File: src/rtl/dds_pkg.sv
// Shared constants and types for the DDS phase generator.
//   DEF_PHASE_W    : default accumulator / phase output width
//   DEF_MODULUS    : default phase wrap value
//   commit_state_e : state of the deferred-commit FSM
//   ch_w()         : channel-select width for a given channel count
package dds_pkg;

    localparam int DEF_PHASE_W = 14;
    localparam int DEF_MODULUS = 10000;

    typedef enum logic {
        ST_IDLE = 1'b0,  // shadows copy to active as soon as commit is seen
        ST_PEND = 1'b1   // commit accepted, waiting for the channel-0 wrap
    } commit_state_e;

    // A single-channel build still needs a 1-bit select so the port exists.
    function automatic int ch_w(input int n);
        return (n > 1) ? $clog2(n) : 1;
    endfunction

endpackage

File: src/rtl/dds_phase_gen_if.sv
// Configuration write bus of the DDS phase generator.
//   cfg_valid : write request               (master -> slave)
//   cfg_ch    : target channel              (master -> slave)
//   cfg_sel   : 0 = tuning word, 1 = offset (master -> slave)
//   cfg_data  : value for the shadow reg    (master -> slave)
//   cfg_ready : write accepted with valid   (slave -> master)
//   cfg_err   : one-cycle reject pulse      (slave -> master)
interface dds_phase_gen_if #(
    parameter int N_CH    = 2,
    parameter int PHASE_W = dds_pkg::DEF_PHASE_W
);
    import dds_pkg::*;

    localparam int CH_W = ch_w(N_CH);

    logic               cfg_valid;
    logic               cfg_ready;
    logic [CH_W-1:0]    cfg_ch;
    logic               cfg_sel;
    logic [PHASE_W-1:0] cfg_data;
    logic               cfg_err;

    modport master (
        output cfg_valid, cfg_ch, cfg_sel, cfg_data,
        input  cfg_ready, cfg_err
    );

    modport slave (
        input  cfg_valid, cfg_ch, cfg_sel, cfg_data,
        output cfg_ready, cfg_err
    );

endinterface

File: src/rtl/dds_phase_channel.sv
// One DDS phase channel: modulo accumulator, shadow/active tuning word and
// offset registers, and the registered phase/wrap output stage.
//   clk, rst   : clock, synchronous active-high reset
//   en         : advance the accumulator
//   phase_sync : load the accumulator with 0 (overrides en)
//   wr_ftw     : write wr_data into the shadow tuning word
//   wr_off     : write wr_data into the shadow offset
//   wr_data    : shadow write value (already range checked)
//   apply      : copy both shadows into the active registers
//   phase      : (acc + offset) mod MODULUS, registered
//   wrap       : wrap pulse, aligned with the phase sample it belongs to
//   upd_wrap   : this cycle's update wraps (drives the commit FSM)
module dds_phase_channel
    import dds_pkg::*;
#(
    parameter int PHASE_W = DEF_PHASE_W,
    parameter int MODULUS = DEF_MODULUS
) (
    input  logic               clk,
    input  logic               rst,
    input  logic               en,
    input  logic               phase_sync,
    input  logic               wr_ftw,
    input  logic               wr_off,
    input  logic [PHASE_W-1:0] wr_data,
    input  logic               apply,
    output logic [PHASE_W-1:0] phase,
    output logic               wrap,
    output logic               upd_wrap
);

    // One extra bit: MODULUS may equal 2^PHASE_W, and acc + ftw < 2*MODULUS.
    localparam logic [PHASE_W:0] MOD_X = (PHASE_W+1)'(MODULUS);

    logic [PHASE_W-1:0] acc;
    logic [PHASE_W-1:0] ftw_act;
    logic [PHASE_W-1:0] off_act;
    logic [PHASE_W-1:0] ftw_sh;
    logic [PHASE_W-1:0] off_sh;
    logic [PHASE_W:0]   sum;
    logic [PHASE_W:0]   psum;
    logic [PHASE_W-1:0] acc_next;
    logic [PHASE_W-1:0] phase_next;
    logic               wrap_d;

    // Both operands are already below MODULUS, so a single conditional
    // subtract is a full modulo reduction.
    // NOTE: every output of an always_comb is assigned on every path; a
    // missing assignment would infer a latch.
    always_comb begin
        sum        = {1'b0, acc} + {1'b0, ftw_act};
        upd_wrap   = en && !phase_sync && (sum >= MOD_X);
        acc_next   = (sum >= MOD_X) ? PHASE_W'(sum - MOD_X) : PHASE_W'(sum);
        psum       = {1'b0, acc} + {1'b0, off_act};
        phase_next = (psum >= MOD_X) ? PHASE_W'(psum - MOD_X) : PHASE_W'(psum);
    end

    // The wrap flag goes through two stages so it lines up with the phase
    // sample showing the wrapped accumulator (phase lags acc by one cycle).
    // Apply copies the shadows before the write lands, so a write and a
    // commit in the same cycle commit the previous shadow contents.
    // NOTE: non-blocking assignments throughout: every register samples the
    // pre-edge value of every other, which is what makes the same-cycle
    // write/commit ordering above come out right.
    always_ff @(posedge clk) begin
        if (rst) begin
            acc     <= '0;
            ftw_act <= '0;
            off_act <= '0;
            ftw_sh  <= '0;
            off_sh  <= '0;
            phase   <= '0;
            wrap_d  <= 1'b0;
            wrap    <= 1'b0;
        end else begin
            if (phase_sync) begin
                acc <= '0;
            end else if (en) begin
                acc <= acc_next;
            end
            wrap_d <= upd_wrap;
            wrap   <= wrap_d;
            phase  <= phase_next;
            if (apply) begin
                ftw_act <= ftw_sh;
                off_act <= off_sh;
            end
            if (wr_ftw) begin
                ftw_sh <= wr_data;
            end
            if (wr_off) begin
                off_sh <= wr_data;
            end
        end
    end

endmodule

File: src/rtl/dds_phase_gen.sv
// Multi-channel DDS phase generator with shadowed configuration and an
// optional commit deferred to the channel-0 wrap for glitch-free retuning.
//   clk, rst    : clock, synchronous active-high reset
//   en          : accumulate enable
//   cfg         : configuration write bus (slave side)
//   commit      : copy all shadows to the active registers
//   commit_pend : a deferred commit is waiting for the channel-0 wrap
//   phase_sync  : zero all accumulators coherently
//   phase_out   : channel k at [k*PHASE_W +: PHASE_W]
//   wrap        : per-channel wrap pulse, aligned with phase_out
module dds_phase_gen
    import dds_pkg::*;
#(
    parameter int N_CH           = 2,
    parameter int PHASE_W        = DEF_PHASE_W,
    parameter int MODULUS        = DEF_MODULUS,
    parameter int COMMIT_ON_WRAP = 0
) (
    input  logic                      clk,
    input  logic                      rst,
    input  logic                      en,
    input  logic                      commit,
    input  logic                      phase_sync,
    dds_phase_gen_if.slave            cfg,
    output logic                      commit_pend,
    output logic [N_CH*PHASE_W-1:0]   phase_out,
    output logic [N_CH-1:0]           wrap
);

    localparam int               CH_W   = ch_w(N_CH);
    localparam logic [PHASE_W:0] MOD_X  = (PHASE_W+1)'(MODULUS);
    localparam logic [CH_W:0]    CH_LIM = (CH_W+1)'(N_CH);

    commit_state_e   state;
    commit_state_e   state_next;
    logic            wr_fire;
    logic            wr_ok;
    logic            apply;
    logic            cfg_err_q;
    logic [N_CH-1:0] upd_wrap;
    logic            unused_upd_wrap;

    // Writes are refused outside IDLE so a pending commit cannot pick up
    // half of a new configuration.
    assign cfg.cfg_ready = (state == ST_IDLE);
    assign commit_pend   = (state == ST_PEND);
    assign cfg.cfg_err   = cfg_err_q;

    assign wr_fire = cfg.cfg_valid && cfg.cfg_ready;
    assign wr_ok   = wr_fire
                     && ({1'b0, cfg.cfg_data} < MOD_X)
                     && ({1'b0, cfg.cfg_ch} < CH_LIM);

    // Only channel 0 paces the deferred commit.
    assign unused_upd_wrap = ^upd_wrap;

    always_ff @(posedge clk) begin
        if (rst) begin
            state     <= ST_IDLE;
            cfg_err_q <= 1'b0;
        end else begin
            state     <= state_next;
            cfg_err_q <= wr_fire && !wr_ok;
        end
    end

    // A sync+commit always applies at once: the accumulators restart from
    // zero anyway, so there is no wrap worth waiting for.
    always_comb begin
        state_next = state;
        apply      = 1'b0;
        case (state)
            ST_IDLE: begin
                if (commit) begin
                    if ((COMMIT_ON_WRAP == 0) || phase_sync) begin
                        apply = 1'b1;
                    end else begin
                        state_next = ST_PEND;
                    end
                end
            end
            ST_PEND: begin
                if ((commit && phase_sync) || upd_wrap[0]) begin
                    apply      = 1'b1;
                    state_next = ST_IDLE;
                end
            end
            default: state_next = ST_IDLE;
        endcase
    end

    for (genvar k = 0; k < N_CH; k++) begin : g_ch
        logic hit;

        assign hit = wr_ok && (cfg.cfg_ch == CH_W'(k));

        dds_phase_channel #(
            .PHASE_W (PHASE_W),
            .MODULUS (MODULUS)
        ) u_ch (
            .clk        (clk),
            .rst        (rst),
            .en         (en),
            .phase_sync (phase_sync),
            .wr_ftw     (hit && !cfg.cfg_sel),
            .wr_off     (hit && cfg.cfg_sel),
            .wr_data    (cfg.cfg_data),
            .apply      (apply),
            .phase      (phase_out[k*PHASE_W +: PHASE_W]),
            .wrap       (wrap[k]),
            .upd_wrap   (upd_wrap[k])
        );
    end

endmodule

File: src/flat_wrapper.sv
// flat-port wrapper written by rule: the top's interface ports become plain ports
module dds_phase_gen_flat import dds_pkg::*;
#(
    parameter int N_CH           = 2,
    parameter int PHASE_W        = DEF_PHASE_W,
    parameter int MODULUS        = DEF_MODULUS,
    parameter int COMMIT_ON_WRAP = 0
)
  (clk, rst, en, commit, phase_sync, commit_pend, phase_out, wrap, cfg_cfg_valid, cfg_cfg_ch, cfg_cfg_sel, cfg_cfg_data, cfg_cfg_ready, cfg_cfg_err);
  dds_phase_gen_if #(.N_CH(N_CH), .PHASE_W(PHASE_W)) cfg_i ();
  input  logic clk;
  input  logic rst;
  input  logic en;
  input  logic commit;
  input  logic phase_sync;
  output logic commit_pend;
  output logic [N_CH*PHASE_W-1:0] phase_out;
  output logic [N_CH-1:0] wrap;
  input wire logic [$bits(cfg_i.cfg_valid)-1:0] cfg_cfg_valid;
  input wire logic [$bits(cfg_i.cfg_ch)-1:0] cfg_cfg_ch;
  input wire logic [$bits(cfg_i.cfg_sel)-1:0] cfg_cfg_sel;
  input wire logic [$bits(cfg_i.cfg_data)-1:0] cfg_cfg_data;
  output wire logic [$bits(cfg_i.cfg_ready)-1:0] cfg_cfg_ready;
  output wire logic [$bits(cfg_i.cfg_err)-1:0] cfg_cfg_err;
  assign cfg_i.cfg_valid = cfg_cfg_valid;
  assign cfg_i.cfg_ch = cfg_cfg_ch;
  assign cfg_i.cfg_sel = cfg_cfg_sel;
  assign cfg_i.cfg_data = cfg_cfg_data;
  assign cfg_cfg_ready = cfg_i.cfg_ready;
  assign cfg_cfg_err = cfg_i.cfg_err;
  dds_phase_gen #(.N_CH(N_CH), .PHASE_W(PHASE_W), .MODULUS(MODULUS), .COMMIT_ON_WRAP(COMMIT_ON_WRAP)) u_core (.clk(clk), .rst(rst), .en(en), .commit(commit), .phase_sync(phase_sync), .cfg(cfg_i), .commit_pend(commit_pend), .phase_out(phase_out), .wrap(wrap));
endmodule
File: config.mk
export PLATFORM = sky130hd
export DESIGN_NAME = dds_phase_gen_flat
export DESIGN_NICKNAME = d
export VERILOG_FILES = /design/src/rtl/dds_pkg.sv /design/src/rtl/dds_phase_gen_if.sv /design/src/rtl/dds_phase_channel.sv /design/src/rtl/dds_phase_gen.sv /design/src/flat_wrapper.sv
export SDC_FILE = /design/constraint.sdc
export NUM_CORES = 1
export LEC_CHECK = 0
export BUFFER_PORTS_ARGS = -buffer_cell sky130_fd_sc_hd__buf_2
export CAP_MARGIN = 40
export CORE_MARGIN = 2
export CORE_UTILIZATION = 30
export DETAILED_ROUTE_END_ITERATION = 10
export SLEW_MARGIN = 10
export SYNTH_ARGS = -nofsm -noshare
export SYNTH_HDL_FRONTEND = slang
export SYNTH_SLANG_ARGS = --single-unit
File: constraint.sdc
create_clock -name clk -period 8.8 [get_ports clk]
set_input_delay 1.32 -clock clk [delete_from_list [all_inputs] [get_ports clk]]
set_output_delay 1.32 -clock clk [all_outputs]
set_load 0.01 [all_outputs]
**After elaboration in Yosys (flattened, before gate mapping)**

Cells that the tools add are included.

- $add $sub $neg: 8
- $lt $le $gt $ge: 5
- Multiplexer cells: 9
- Bitwise gates (word level): 2
- Reduce and logical (&&, ||, !) cells: 18

Operators by type and width:

| cell | count |
|---|---|
| $add A14 B14 Y15 | 4 |
| $ge A15 B14 Y1 const B | 4 |
| $mux W14 | 4 |
| $sub A14 B14 Y14 const B | 4 |
| $lt A14 B14 Y1 const B | 1 |
| $logic_and A1 B1 Y1 | 13 |
| $pmux W1 S2 | 2 |
| $logic_not A1 Y1 | 3 |
| $mux W1 | 3 |
| $not A1 Y1 | 2 |
| $reduce_or A2 Y1 | 1 |
| $logic_or A1 B1 Y1 | 1 |

- Register bits: 174
- Bits of input ports: 22
- Output and inout bits: 33
- Word-level logic and storage cells: 60

**Logic depth before layout (Yosys ltp)**

Gate-level depths: netlist of run 1.

- Word-level depth: 6
- Gate-level depth with buffers: 14
- Gate-level depth less buffers: 14

**Modules after synthesis**

Synthesis of run 1 repeated with hierarchy kept, for this count alone.

- Cell total of the unflattened synthesis: 1176
- Area, all modules: 10278.6 µm²

Modules (own cells, without submodules):

| module | instances | cells an instance | area an instance (µm²) | sequential area each (µm²) |
|---|---|---|---|---|
| dds_phase_channel (u_core.g_ch[0].u_ch) | 1 | 572 | 5054.8 | 1721.7 |
| dds_phase_channel (u_core.g_ch[1].u_ch) | 1 | 582 | 5048.6 | 1721.7 |
| dds_phase_gen | 1 | 22 | 175.2 | 40.0 |

**Least setup slack after synthesis of run 1**

Ideal clock, no wire load.

- Kind: input -> register
- From: in cfg_cfg_data[4]
- To: reg u_core.g_ch[0].u_ch.ftw_sh[10]
- Library setup time: 0.128 ns
- Arrival time: 3.268 ns
- Data required time: 8.672 ns
- Path slack: 5.405 ns
- Stages: 8
- Path buffers: 1
- Cell sequence: nor4_1 > nor2_1 > o31ai_1 > and3_1 > nor3b_1 > buf_2 > mux2i_1 > nor2_1

- Cells in the longest elaborated chain, start to end: 4

RTL lines:

| what | line | RTL |
|---|---|---|
| from (decl) | flat_wrapper.sv:22 | `input wire logic [$bits(cfg_i.cfg_data)-1:0] cfg_cfg_data;` |
| $lt A14 B14 Y1 | dds_phase_gen.sv:51 | `&& ({1'b0, cfg.cfg_data} < MOD_X)` |
| $logic_and A1 B1 Y1 | dds_phase_gen.sv:51 |  |
| $logic_and A1 B1 Y1 | dds_phase_gen.sv:95 | `assign hit = wr_ok && (cfg.cfg_ch == CH_W'(k));` |
| $logic_and A1 B1 Y1 | dds_phase_gen.sv:105 | `.wr_ftw (hit && !cfg.cfg_sel),` |
| to (signal assigned) | dds_phase_channel.sv:89 | `ftw_sh <= wr_data;` |
| to (decl) | dds_phase_channel.sv:38 | `logic [PHASE_W-1:0] ftw_sh;` |

No other way between the ends.
A chain may end at the register's enable or synchronous reset.

**Worst setup path in the final report of run 1**

- From: reg u_core.g_ch[0].u_ch.acc[0]
- To: reg u_core.g_ch[1].u_ch.ftw_act[2]

- Cells in the longest elaborated chain, start to end: 6

RTL lines:

| what | line | RTL |
|---|---|---|
| from (decl) | dds_phase_channel.sv:35 | `logic [PHASE_W-1:0] acc;` |
| from (signal assigned) | dds_phase_channel.sv:79 | `acc <= acc_next;` |
| $add A14 B14 Y15 | dds_phase_channel.sv:51 | `sum = {1'b0, acc} + {1'b0, ftw_act};` |
| $ge A15 B14 Y1 | dds_phase_channel.sv:52 | `upd_wrap = en && !phase_sync && (sum >= MOD_X);` |
| $logic_and A1 B1 Y1 | dds_phase_channel.sv:52 |  |
| $logic_or A1 B1 Y1 | dds_phase_gen.sv:83 | `if ((commit && phase_sync) \|\| upd_wrap[0]) begin` |
| $mux W1 | dds_phase_gen.sv:83 |  |
| $pmux W1 S2 | dds_phase_gen.sv:72 | `case (state)` |
| to (signal assigned) | dds_phase_channel.sv:85 | `ftw_act <= ftw_sh;` |
| to (decl) | dds_phase_channel.sv:36 | `logic [PHASE_W-1:0] ftw_act;` |

No other way between the ends.

==> results.yml, run 1 <==
global_routing:
  track_usage: 0.149
  antenna_found_initial: 0
  overflow: 0
  grt_pass1_wl_microns: 42500
  grt_pass1_vias: 7962
  grt_max_degree: 73
pwr:
  clkPwrFrac: 0.454
  p_int_mw: 1.34
  power_frac_comb: 0.088
  p_sw_uw: 432
  total_leakage_power_nw: 4.79
  power_density_nw_per_um2: 156
  sw_frac_of_total: 0.243
  irDropWorstVdd_mv: 0.140
  seq_power_share: 0.458
cts:
  cts_max_level: 4
  tritoncts: "done"
  root_buffer: "clkbuf_16"
  cts_buffers: 17
  cts_hold_buf: 0
  insertion_delay_ns: 0.42
  path_clk_slew_ns: 0.07
  cts_setup_buffers: 0
  cts_resized: 0
  max-clock-path-buffers: 2
  clock-sinks: 174
detailed_routing:
  viasPerCell: 5.15
  first_iter_violations: 656
  drt_first_pass_iters: 5
  wl_microns: 25800
  avgRoutedWirePerCell_microns: 15.8
  via_count: 8408
  antenna_left: 0
  drcViolationCount: 0
cells_and_area:
  antenna_cells: 0
  areaGrowthSynthToFinish_pct: 13.3
  final_nets: 1263
  drive_above_1_share: 0.103
sta:
  setup-violations-final: 0
  holdWs_ns: 0.449
  max_clock_freq_ghz: 0.240
  period_share: 0.474
  hold_viol: 0
  period_minus_slack_ns: 4.17
  rsz0062_at_grt: "no"
  slew_violations: 0
  finalSetupTns_ns: 0
  slew_headroom: 0.397
  worstMarginPinSlew_ns: 0.905
  skew_ns: 0.00931
synthesis:
  synth_ff_type: "dfxtp_1"
  netlist_area_sq_um: 10000
  async_flop_share: 0
  synth_top_area_frac: 0.347
  ys_ff_latch: 174
  syn_avg_cell_area_sq_um: 8.77
  synth_commonest_cells: "nor2_1 (188), dfxtp_1 (174), mux2i_1 (124)"
  synth_edf_count: 0
  ys_top_cells_by_area: "dfxtp_1 (35%), mux2i_1 (12%), ha_1 (8.0%)"
  synth_cells: 1145
  syn_nets: 1235
  yosys.area.top_type: "dfxtp_1"
  yosysMostFrequentCell: "nor2_1"
  yosysUniqueCellTypes: 78
  seq_area_frac_synth: 0.347
  ys_warn_count: 0
critical_path:
  worst_setup_path_start_kind: "flop"
  crit_fanout: 45
  r2r_start: "u_core.g_ch[0].u_ch.acc[0]$_SDFFE_PP0P_"
  worst-setup-path-type: "reg2reg"
  reg2reg_to: "u_core.g_ch[1].u_ch.ftw_act[2]$_SDFFE_PP0P_"
  r2r_setup_slack_ns: 4.63
  cp.arrival_ns: 4.46
  r2r_cells: 12
  crit_path_end_kind: "flop"
  cp.required_ns: 9.09
die:
  die_area_sq_um: 35000
  row_count: 67
  core_area_sq_um: 33300
  io_pins: 55
  die_h_microns: 187
  die_w_microns: 187
  start_util: 0.302
hold_path:
  hold_end: "u_core.g_ch[0].u_ch.wrap$_SDFF_PP0_"
  min_from: "u_core.g_ch[0].u_ch.wrap_d$_SDFF_PP0_"
  hp-class: "reg2reg"
  hold_depth: 1
placed_design:
  place.gp.congestion: 0.844
  port_buffers: 54
  hpwl_microns: 19100
run_status:
  status: "finished clean"
flow_run:
  drv_cap: 0
==> stage by stage <==
stage	util	total power [mW]	instances	worst slack [ns]	instance area, sq um
finish	0.342	1.77	1633	4.63	11400
global route	0.342	1.84	1633	4.43	11400
floorplan	-	0.938	1145	5.40	10000
CTS	0.342	1.79	1633	4.67	11400
detailed placement	0.323	0.984	1602	4.73	10700
global placement	0.321	0.981	1599	4.72	10700
==> layer usage <==
metal	up-vias	wire length (microns)	track usage
li1	4224	-	-
met1	3985	13400	0.217
met2	177	11000	0.225
met3	22	994	0.0246
met4	0	344	0.0409
met5	-	0	0
==> worst max-delay path, cell delays in order, from the launching register on <==
cell and delay (ns):
dfxtp_1 0.34, ha_1 0.24, fa_1 0.42, a21o_1 0.22
a41o_1 0.30, o311ai_1 0.69, and3b_1 0.31, a2111oi_4 0.60
o31ai_4 0.13, buf_4 0.23, buf_16 0.24, mux2i_1 0.21
nor2_1 0.06
==> state kept, by name, summed over array words and instances, names as in the netlist <==
name / cells
u_core.g_ch.u_ch.wrap_d: 2
u_core.g_ch.u_ch.wrap: 2
u_core.g_ch.u_ch.acc: 28
u_core.g_ch.u_ch.ftw_act: 28
u_core.commit_pend: 1
u_core.g_ch.u_ch.off_act: 28
u_core.cfg.cfg_err: 1
u_core.g_ch.u_ch.off_sh: 28
u_core.g_ch.u_ch.ftw_sh: 28
u_core.g_ch.u_ch.phase: 28
==> power by group through the flow <==
stage	registers [mW]	logic (mW)	clock network [mW]
after CTS	0.813	0.155	0.824
final	0.813	0.155	0.805
after floorplan	0.828	0.110	0
after detailed placement	0.830	0.154	0
after global placement	0.830	0.151	0
after global routing	0.814	0.172	0.855
==> layout by cell type (no fill, tap or decap), types with 11 or more instances in the layout <==
cell type  synthesis  routed
a211oi_1          18      18
a21o_1            22      22
a21oi_1           54      54
a31oi_1           17      17
and3_1            15      15
buf_2              6      53
clkbuf_16          0      17
dfxtp_1          174     174
ha_1              64      64
inv_1             34      34
mux2i_1          124     124
nand2_1           38      38
nand2b_1          11      11
nand3_1           23      23
nor2_1           188     188
nor2b_1           20      20
nor3_1            25      25
o211ai_1          12      12
o21a_1            16      16
o21ai_0           37      37
or3_1             15      15
xnor2_1           30      30
==> cells by family (layout without fill, tap and decap cells) <==
kind of cell | after synthesis | in the layout | synth area share
AO/OA/AOI/OAI | 255 | 255 | 0.179
XOR/XNOR | 39 | 39 | 0.0340
adder cells (fa/ha/maj) | 68 | 68 | 0.0877
buffers and inverters | 89 | 129 | 0.0385
flip-flops | 174 | 174 | 0.347
multiplexers | 127 | 127 | 0.127
AND/OR/NAND/NOR | 393 | 393 | 0.187
==> how the worst max path moves through the flow <==
stage                                                        from                                      endpoint  slack (ns)  depth (start not counted)
after global routing      u_core.g_ch[0].u_ch.acc[0]$_SDFFE_PP0P_   u_core.g_ch[1].u_ch.ftw_act[5]$_SDFFE_PP0P_        4.43                         12
after CTS                 u_core.g_ch[0].u_ch.acc[0]$_SDFFE_PP0P_   u_core.g_ch[0].u_ch.ftw_act[0]$_SDFFE_PP0P_        4.67                         12
after floorplan                                   cfg_cfg_data[4]   u_core.g_ch[0].u_ch.ftw_sh[10]$_SDFFE_PP0P_        5.40                          8
final                     u_core.g_ch[0].u_ch.acc[0]$_SDFFE_PP0P_   u_core.g_ch[1].u_ch.ftw_act[2]$_SDFFE_PP0P_        4.63                         12
after global placement    u_core.g_ch[0].u_ch.acc[0]$_SDFFE_PP0P_  u_core.g_ch[1].u_ch.off_act[13]$_SDFFE_PP0P_        4.72                         11
after detailed placement  u_core.g_ch[0].u_ch.acc[0]$_SDFFE_PP0P_   u_core.g_ch[1].u_ch.ftw_act[5]$_SDFFE_PP0P_        4.73                         12
==> cell type report <==
type                    instances  area (sq um)
clock buffers                  21           480
flip-flops and latches        174          3480
well taps                     448           561
inverters                      34           128
clock inverters                10           151
multi-input cells             882          6190
fillers                      3407         21900
repair buffers                 64           383
Note: power is estimated with default switching activity, not from simulation.
==> run 2: changes to the inputs <==
==> constraint.sdc (replaced) <==
create_clock -name clk -period 3.7 [get_ports clk]
set_input_delay 0.555 -clock clk [delete_from_list [all_inputs] [get_ports clk]]
set_output_delay 0.555 -clock clk [all_outputs]
set_load 0.01 [all_outputs]
==> run 2 against run 1 <==
Routed wire length increased by 1.6%. Largest cell class unchanged. Final cell count increased by 2.0%. Largest power group unchanged. Setup slack got worse by 4.5 ns. Clock skew increased by 0.0012 ns.
==> results.yml, run 2 (synthesis results as in run 1) <==
critical_path:
  worst-setup-path-type: "reg2reg"
  crit_fanout: 16
  cp.required_ns: 3.99
  worst_setup_path_start_kind: "flop"
  crit_path_end_kind: "flop"
  cp.arrival_ns: 3.86
cells_and_area:
  stdcell_area_sq_um: 11600
  areaGrowthSynthToFinish_pct: 15.8
  final_common_cell: "nor2_1"
  final_cell_mix: "nor2_1 (187), dfxtp_1 (172), mux2i_1 (124)"
  finish.utilization: 0.350
  final_nets: 1293
  num-fill-cells: 3419
  final_cells: 1665
  drive_above_1_share: 0.140
placed_design:
  dp_cells: 1631
  place.gp.congestion: 0.844
  pre_cts_slack_ns: 0.133
  placed_cell_area_sq_um: 11000
  hpwl_microns: 19600
  port_buffers: 54
die:
  row_count: 67
  die_w_microns: 187
  core_area_sq_um: 33300
  start_util: 0.302
  die_h_microns: 187
  die_area_sq_um: 35000
  io_pins: 55
sta:
  setup-violations-final: 0
  period_minus_slack_ns: 3.57
  setup_ws_ns: 0.130
  skew_ns: 0.0105
  period_share: 0.965
  slew_headroom: 0.527
  slew_violations: 0
  hold_viol: 0
  rsz0062_at_grt: "no"
  max_clock_freq_ghz: 0.280
  worstMarginPinSlew_ns: 0.698
  finalSetupTns_ns: 0
detailed_routing:
  wl_microns: 26200
  antenna_left: 0
  viasPerCell: 5.09
  drcViolationCount: 0
  first_iter_violations: 712
  avgRoutedWirePerCell_microns: 15.7
  drt_first_pass_iters: 5
  via_count: 8478
flow_run:
  drv_cap: 0
cts:
  path_clk_slew_ns: 0.07
  cts_buffers: 17
  cts_max_level: 4
  insertion_delay_ns: 0.43
  clock-sinks: 174
  max-clock-path-buffers: 2
  root_buffer: "clkbuf_16"
  tritoncts: "done"
  cts_hold_buf: 0
run_status:
  status: "finished clean"
pwr:
  power_density_nw_per_um2: 347
  total_leakage_power_nw: 4.93
  irDropWorstVdd_mv: 0.239
global_routing:
  grt_max_degree: 149
  grt_pass1_vias: 7853
  overflow: 0
  grt_pass1_wl_microns: 42200
  track_usage: 0.149
  antenna_found_initial: 0
hold_path:
  hp-class: "in2reg"
## run 2: cell count changes in the layout (fill, tap and decap cells not counted), sizes merged
| cell | before | now |
|---|---|---|
| bufinv | 3 | 0 |
| inv | 37 | 40 |
| clkinvlp | 2 | 5 |
| buf | 64 | 94 |
| clkbuf | 21 | 19 |
| diode | 0 | 1 |
## run 2: critical path, stage by stage (launching register included)
cell       delay, ns
dfxtp_2         0.37
ha_2            0.31
a21o_1          0.21
a21o_1          0.23
or3_1           0.42
nand2_1         0.13
ha_1            0.17
nand3_1         0.09
o211ai_1        0.34
a2111oi_4       0.16
o31ai_4         0.31
buf_12          0.20
buf_12          0.18
mux2i_1         0.24
nor2_1          0.06
## run 2: timing repair
item / CTS / global route
endpoints found under the hold margin: 0 / 0
setup buffers: 0 / 1
resized for setup: 0 / 18
setup endpoints to repair: 0 / 67
## run 2: metrics by stage
stage	hold WS (ns)	power (mW)
2_1_floorplan	0.414	2.23
3_3_place_gp	0.441	2.36
3_5_place_dp	0.433	2.36
4_1_cts	0.339	4.07
5_1_grt	0.354	4.20
6_report	0.358	4.04
## run 2: power breakdown
group          internal [mW]  switching, mW
Sequential              1.91         0.0244
Combinational          0.154          0.238
Clock                  0.911          0.806
## run 2: layout make-up
class	instances	area, sq um	share of cell area
well taps	448	561	0.0482
inverters	34	128	0.0110
clock inverters	13	105	0.00903
diodes	1	2.50	0.000215
flip-flops and latches	174	3490	0.300
clock buffers	19	453	0.0389
multi-input cells	882	6280	0.539
repair buffers	94	623	0.0536
## run 2: per-layer routing
metal  GRT usage  vias to the layer above  share of wire  wire length, microns
met5           0                        -              0                     0
met4      0.0375                        0          0.012                   315
met3      0.0311                       23          0.055                  1440
met2       0.224                      213           0.43                 11300
met1       0.215                     3969           0.50                 13200
li1            -                     4273              -                     -
## run 2: worst paths after layout
path | cells past startpoint | to | start | slack (ns)
max | 14 | u_core.g_ch[1].u_ch.ftw_act[0]$_SDFFE_PP0P_ | u_core.g_ch[0].u_ch.acc[3]$_SDFFE_PP0P_ | 0.13
max reg2reg | 14 | u_core.g_ch[1].u_ch.ftw_act[0]$_SDFFE_PP0P_ | u_core.g_ch[0].u_ch.acc[3]$_SDFFE_PP0P_ | 0.13
min reg2reg | 1 | u_core.g_ch[0].u_ch.wrap$_SDFF_PP0_ | u_core.g_ch[0].u_ch.wrap_d$_SDFF_PP0_ | 0.46
min | 2 | u_core.commit_pend$_SDFF_PP0_ | commit | 0.36
